$ cat src/rtl/mux4_scan_ctrl.sv
// Scan sequencer for a 4:1 mux: steps the selects through I0..I3, samples Y per channel, emits a snapshot.
// Optional build macro MUX_SCAN_CONT_EN lets a held start chain scans straight from DONE.
module mux4_scan_ctrl #(
  parameter int DWELL = 4,
  parameter int CNT_W = 4
) (
  input  logic       clk,
  input  logic       rst,
  input  logic       start,
  input  logic       abort,
  input  logic       Y,
  output logic       S1,
  output logic       S0,
  output logic       busy,
  output logic       done,
  output logic [3:0] result,
  output logic       valid
);

  typedef enum logic [1:0] {IDLE, SCAN, DONE} state_t;

  localparam logic [CNT_W-1:0] LAST_CNT = CNT_W'(DWELL - 1);

  state_t           state_q;
  logic [1:0]       sel_q;
  logic [CNT_W-1:0] cnt_q;
  logic [3:0]       shadow_q;
  logic [3:0]       shadow_d;
  logic [3:0]       result_q;
  logic             valid_q;
  logic             done_q;
  logic             dwell_end;

  assign dwell_end = (cnt_q == LAST_CNT);

  // Shadow with the current channel's sample merged in, so the final capture reaches result on the same edge.
  always_comb begin
    shadow_d        = shadow_q;
    shadow_d[sel_q] = Y;
  end

  always_ff @(posedge clk) begin
    if (rst) begin
      state_q  <= IDLE;
      sel_q    <= 2'b00;
      cnt_q    <= '0;
      shadow_q <= 4'b0000;
      result_q <= 4'b0000;
      valid_q  <= 1'b0;
      done_q   <= 1'b0;
    end else begin
      case (state_q)
        IDLE: begin
          done_q <= 1'b0;
          sel_q  <= 2'b00;
          cnt_q  <= '0;
          if (start && !abort) begin
            state_q <= SCAN;
            valid_q <= 1'b0;
          end
        end
        SCAN: begin
          if (abort) begin
            state_q  <= IDLE;
            sel_q    <= 2'b00;
            cnt_q    <= '0;
            shadow_q <= 4'b0000;
          end else if (dwell_end) begin
            shadow_q <= shadow_d;
            cnt_q    <= '0;
            if (sel_q == 2'd3) begin
              state_q  <= DONE;
              done_q   <= 1'b1;
              result_q <= shadow_d;
              valid_q  <= 1'b1;
            end else begin
              sel_q <= sel_q + 2'd1;
            end
          end else begin
            cnt_q <= cnt_q + CNT_W'(1);
          end
        end
        DONE: begin
          done_q <= 1'b0;
          cnt_q  <= '0;
          sel_q  <= 2'b00;
`ifdef MUX_SCAN_CONT_EN
          if (start && !abort) begin
            state_q <= SCAN;
            valid_q <= 1'b0;
          end else begin
            state_q <= IDLE;
          end
`else
          state_q <= IDLE;
`endif
        end
        default: begin
          state_q <= IDLE;
          sel_q   <= 2'b00;
          cnt_q   <= '0;
          done_q  <= 1'b0;
        end
      endcase
    end
  end

  assign S1     = sel_q[1];
  assign S0     = sel_q[0];
  assign busy   = (state_q != IDLE);
  assign done   = done_q;
  assign result = result_q;
  assign valid  = valid_q;

endmodule

$ cat config.mk
export PLATFORM = sky130hd
export DESIGN_NAME = mux4_scan_ctrl
export DESIGN_NICKNAME = d
export VERILOG_FILES = /design/src/rtl/mux4_scan_ctrl.sv
export SDC_FILE = /design/constraint.sdc
export NUM_CORES = 1
export LEC_CHECK = 0
export ABC_AREA = 1
export CAP_MARGIN = 20
export CORE_UTILIZATION = 50
export CTS_BUF_LIST = sky130_fd_sc_hd__clkbuf_16
export CTS_CLUSTER_DIAMETER = 80
export DETAILED_ROUTE_END_ITERATION = 10
export PLACE_DENSITY = 0.75
export SLEW_MARGIN = 10
export SYNTH_ARGS = -nofsm -noshare
export SYNTH_HDL_FRONTEND = slang
export SYNTH_SLANG_ARGS = --single-unit
$ cat constraint.sdc
create_clock -name clk -period 1.25 [get_ports clk]
set_input_delay 0.25 -clock clk [delete_from_list [all_inputs] [get_ports clk]]
set_output_delay 0.25 -clock clk [all_outputs]
set_load 0.005 [all_outputs]
# --- Word-level counts from Yosys, hierarchy flattened ---
# Cells that the tools add are included.
op_classes:
  n_eq_ne: 9
  n_addsub: 2
  reduce_logical: 16
  bitwise_logic: 3
  magnitude_cmp: 2
  muxes: 15
ops:
  columns: ["op", "count"]
  rows:
  - ["2-to-1 mux 2 bit", 4]
  - ["2-to-1 mux 4 bit", 2]
  - ["!= test 2 bit (second input constant)", 4]
  - ["!= test 3 bit (second input constant)", 2]
  - ["AND reduction 3 bit", 2]
  - ["nonzero test 2 bit", 3]
  - ["2-to-1 mux 1 bit", 5]
  - ["AND reduction 5 bit", 1]
  - ["adder 4 x 1 -> 4 bit (second input constant)", 1]
  - ["bitwise mux 4 bit", 1]
  - ["== test 4 x 2 -> 1 bit (second input constant)", 1]
  - ["one-hot mux 2 bit (2 select lines)", 1]
  - ["AND reduction 2 bit", 2]
  - ["AND reduction 4 bit", 1]
  - ["OR reduction 4 bit", 1]
  - ["< comparator 2 x 3 -> 1 bit (second input constant)", 1]
  - ["NOT 1 bit", 3]
  - ["OR reduction 3 bit", 1]
  - ["adder 2 x 1 -> 2 bit (second input constant)", 1]
  - ["demux 1 bit (select 2 bit)", 1]
  - ["== test 2 x 1 -> 1 bit (second input constant)", 1]
  - ["== test 2 bit (second input constant)", 1]
  - ["greater-or-equal comparator 2 x 1 -> 1 bit (second input constant)", 1]
  - ["logical AND 1 bit", 2]
  - ["other kinds (4)", 4]
word_totals:
  elab_cells: 54
  output_inout_bits: 9
  reg_bits: 18
  input_bits: 5

# --- Longest topological paths before layout ---
# Gate-level depths: netlist of the first run.
logic_depth:
  word_depth: 7
  depth_mapped: 8
  mapped_depth_nobuf: 8

# --- Worst setup path after synthesis of the first run ---
# Ideal clock, no wire load.
synth_timing:
  path_type: "register to register"
  from: "register sel_q[0]"
  to: "register result_q[0] (netlist: result[0])"
  synth_period_minus_slack_ps: 1116
  setup_time_ps: 113
  t_arrival_ps: 1003
  path_buffers: 0
  required_time_ps: 1137
  path_stages_with_launch: 7
  setup_slack_ps: 134
  path_cell_list: "dfxtp_1 ha_1 nand3_4 nor2_8 nand2_1 nand2_1 nor2_1"
synth_between:
  elab_chain_len: 5
  word_cells_on_any_way: 8
  classes_between: "order compare: 2; eq/ne: 1; mux: 3; reduce/logical: 2"
synth_lines:
  columns: ["element", "line", "source"]
  rows:
  - ["start, declared", "25", "logic [1:0] sel_q;"]
  - ["start signal, assigned", "77", "sel_q <= sel_q + 2'd1;"]
  - ["< comparator 2 x 3 -> 1 bit (implied by the code) or greater-or-equal comparator 2 x 1 -> 1 bit (tied branches)", "39", "shadow_d[sel_q] = Y;"]
  - ["logical AND 1 bit (implied by the code)", "39", null]
  - ["2-to-1 mux 1 bit (implied by the code)", "39", null]
  - ["demux 1 bit (select 2 bit)", "39", null]
  - ["bitwise mux 4 bit", "39", null]
  - ["end signal, assigned", "74", "result_q <= shadow_d;"]
  - ["end, declared", "29", "logic [3:0] result_q;"]
# Several ways; a longest one is shown, not always the timed one.
# A chain may end at the register's enable or synchronous reset.

# --- Worst setup path in the final report of the first run ---
layout_timing:
  from: "register state_q[1]"
  to: "output port busy"
layout_between:
  elab_chain_len: 1
layout_lines:
  columns: ["element", "line", "source"]
  rows:
  - ["start, declared", "24", "state_t state_q;"]
  - ["start signal, assigned", "44", "state_q <= IDLE;"]
  - ["start signal, assigned", "58", "state_q <= SCAN;"]
  - ["start signal, assigned", "64", "state_q <= IDLE;"]
  - ["nonzero test 2 bit", "110", "assign busy = (state_q != IDLE);"]
  - ["end, declared", "14", "output logic busy,"]
# No other way between the ends.

==> summary.md, run 1 <==
| Metric | Value |
|---|---|
| PD cells | `1100 nW/um^2` |
| Setup_tns | `0 ns` |
| Unrepaired setup endpoints after global routing | `false` |
| Die X | `43.5 microns` |
| Final Setup Violations | `0` |
| Count of different cell masters after synthesis | `22` |
| Worst Tran Pin Value | `0.216 ns` |
| Synth top cells by count | `nand2_1 (29), dfxtp_1 (18), inv_1 (15), nor2_1 (13), a21oi_1 (7)` |
| Relative slew margins | `85.5%` |
| ANT nets after route | `0` |
| Gr ovfl total | `0` |
| Clk_lat worst skew | `0.25 ns` |
| DP Cell Count | `142` |
| Crit-path max FO | `2` |
| Vias per std cell | `5.18` |
| Leading area contributor after synthesis | `dfxtp_1` |
| Worst reg2reg path depth | `6` |
| Core Rows | `14` |
| DP HPWL | `1210 microns` |
| Post-synth EDFFs | `0` |
| Crit path DAT | `0.93 ns` |
| Yosys top cell area share | `41.8%` |
| Antenna cells | `0` |
| Leakage | `0.516 nW` |
| YS warnings | `0` |
| Root Driver | `clkbuf_16` |
| Hold buffers post-CTS | `0` |
| HP Class | `flop to flop` |
| # port buffers | `13` |
| Clk buf depth | `2` |
| Gr usage total | `20.1%` |
| Startpoint Class | `flop` |
| Violated checks | `DRC` |
| H-Tree Depth | `1` |
| 1st-pass router iterations | `7` |
| Final hold vios | `0` |
| Starting Density | `55.3%` |
| Final worst setup slack | `0.0725 ns` |
| Post-synth ARST share | `0%` |
| FF+latch count, synth | `18` |
| Number of max-cap violations | `0` |
| Die area | `1890 sq um` |
| DP Worst Slack | `-0.109 ns` |
| Routed WL per cell | `11.7 microns` |
| Critical Path End Type | `output pin` |
| Max Fclk | `849 MHz` |
| CTS sink count | `18` |
| Post-Syn Area | `862 sq um` |
| Status | `complete, but fails checks` |
| Residual DRC count | `2` |
| Post-layout minimum cycle time | `1.18 ns` |
| Syn Inst Count | `111` |
| Maximum vdd ir drop | `0.801 mV` |
| Worst-path clk slew | `0.05 ns` |
| Vias in the first global route | `696` |
| Hold depth | `1` |
| Share of cells above drive strength 1 | `19.8%` |
| NumNets Final | `142` |
| Syn_nets | `121` |
| DR vias | `761` |
| Post-Route WL | `1730 microns` |
| Core Region | `1560 sq um` |
| CP required | `1.00 ns` |
| Max Slew Vio Count | `0` |
| Seq/Total Area, Yosys | `41.8%` |
| Gp weighted congestion | `0.749` |
| Synth Flop Type | `dfxtp_1` |
| Crit path kind | `flop to output pin` |
| Maximum number of pins on one net before global-route repair | `11` |
| CTS buffer count | `3` |
| Drt first-iter violations | `10` |
| Syn Area/Cell | `7.77 sq um` |
| Non-filler cells, final | `147` |
| Final Core Density | `73.8%` |
| Initial antenna violation count | `0` |
| Post-route clock period utilization | `94.2%` |
| Ports | `14` |
| Die Span Y | `43.5 microns` |
| CTS tree | `yes` |
| Area growth syn-to-layout | `33.5%` |
| First-pass GRT wire length | `2820 microns` |
| Fin Clk Skew | `0.00136 ns` |
| Top post-synthesis cells by area | `dfxtp_1 (42%), nand2_1 (13%), ha_1 (7.3%)` |
| Most frequent cell after synthesis | `nand2_1` |
-- layer usage --
metal	up-vias	global-route usage, %	share of wire [%]	wire, microns
li1	390	-	-	-
met1	349	23.0	44	755
met2	15	37.0	51	878
met3	7	3.75	3.1	54
met4	0	7.50	2.2	38
met5	-	0	0	0
-- where the power goes --
group	switching [W]	leakage [nW]	internal, W
Sequential	0.00000175	0.146	0.000575
Combinational	0.0000351	0.331	0.0000265
Clock	0.000206	0.0385	0.000425
Total	0.000243	0.516	0.00103
-- path summary, 6_finish.rpt --
| path | from | to | slack [ns] |
|---|---|---|---|
| setup / recovery | state_q[1] | busy | 0.07 |
| hold / removal | cnt_q[0] | cnt_q[0] | 0.48 |
| setup reg to reg | state_q[1] | shadow_q[1] | 0.10 |
| hold reg to reg | cnt_q[0] | cnt_q[0] | 0.48 |
-- cell families (layout without fill, tap and decap cells) --
group	Yosys count	after routing	share of synthesized area (%)
and+or+nand+nor	56	57	33.1
DFF	18	18	41.8
buffers and inverters	17	36	7.55
AOI/OAI and AO/OA	14	14	9.29
adders and majority gates	5	5	7.26
xor gates and xnor gates	1	1	1.02
-- cells in the final DEF (no fill, tap or decap), types with 2 or more instances in the layout --
| master | netlist | layout |
|---|---|---|
| nor2_1 | 13 | 13 |
| nor2_4 | 3 | 5 |
| o21ai_2 | 1 | 2 |
| o21ai_1 | 0 | 2 |
| clkdlybuf4s50_1 | 0 | 4 |
| ha_1 | 5 | 2 |
| dlygate4sd2_1 | 0 | 8 |
| buf_4 | 0 | 3 |
| clkbuf_16 | 0 | 3 |
| nand3_1 | 4 | 4 |
| inv_1 | 15 | 13 |
| dfxtp_1 | 18 | 16 |
| inv_2 | 1 | 3 |
| nand2_1 | 29 | 29 |
| a21oi_1 | 7 | 7 |
| ha_4 | 0 | 2 |
-- worst max-delay path, cell delays in order, from the launching register on --
cell and delay (ns):
dfxtp_1 0.30, nor2_1 0.13, inv_1 0.06, clkdlybuf4s15_1 0.19
-- flip-flops by register name, indices dropped and copies added, names as in the netlist --
name      flops
cnt_q         4
done          1
result        4
sel_q         2
shadow_q      4
state_q       2
valid         1
-- per-stage QoR --
| stage | hold WS (ns) | power, W | instance area (sq um) |
|---|---|---|---|
| after floorplan | 0.418 | 0.000622 | 862 |
| after global placement | 0.436 | 0.000648 | 1030 |
| after detailed placement | 0.444 | 0.000649 | 1030 |
| after CTS | 0.451 | 0.00128 | 1110 |
| after global routing | 0.503 | 0.00130 | 1150 |
| final | 0.480 | 0.00127 | 1150 |
-- cell type report --
class / count / area [sq um]
Fill cell: 124 / 408
Timing Repair Buffer: 16 / 143
Inverter: 16 / 60.1
Clock inverter: 1 / 3.75
Sequential cell: 18 / 365
Tap cell: 16 / 20.0
Multi-Input combinational cell: 77 / 484
Clock buffer: 3 / 75.1
-- repair_timing --
| action | 4_1_cts | 5_1_grt |
|---|---|---|
| buffers inserted | 1 | 0 |
| endpoints found under the setup margin | 10 | 12 |
| resized for setup | 14 | 11 |
| gates cloned | 0 | 1 |
| pin swaps | 1 | 2 |
Note: power is estimated with default switching activity, not from simulation.
==> run 2: changes to the inputs <==
- CAP_MARGIN: 20 -> default
==> results of run 2 <==
Final layout, timing and power as in run 1 (identical DEF).
==> run 3: changes to the inputs <==
- CAP_MARGIN: default -> 5
==> results of run 3 <==
Final layout, timing and power as in run 1 (identical DEF).
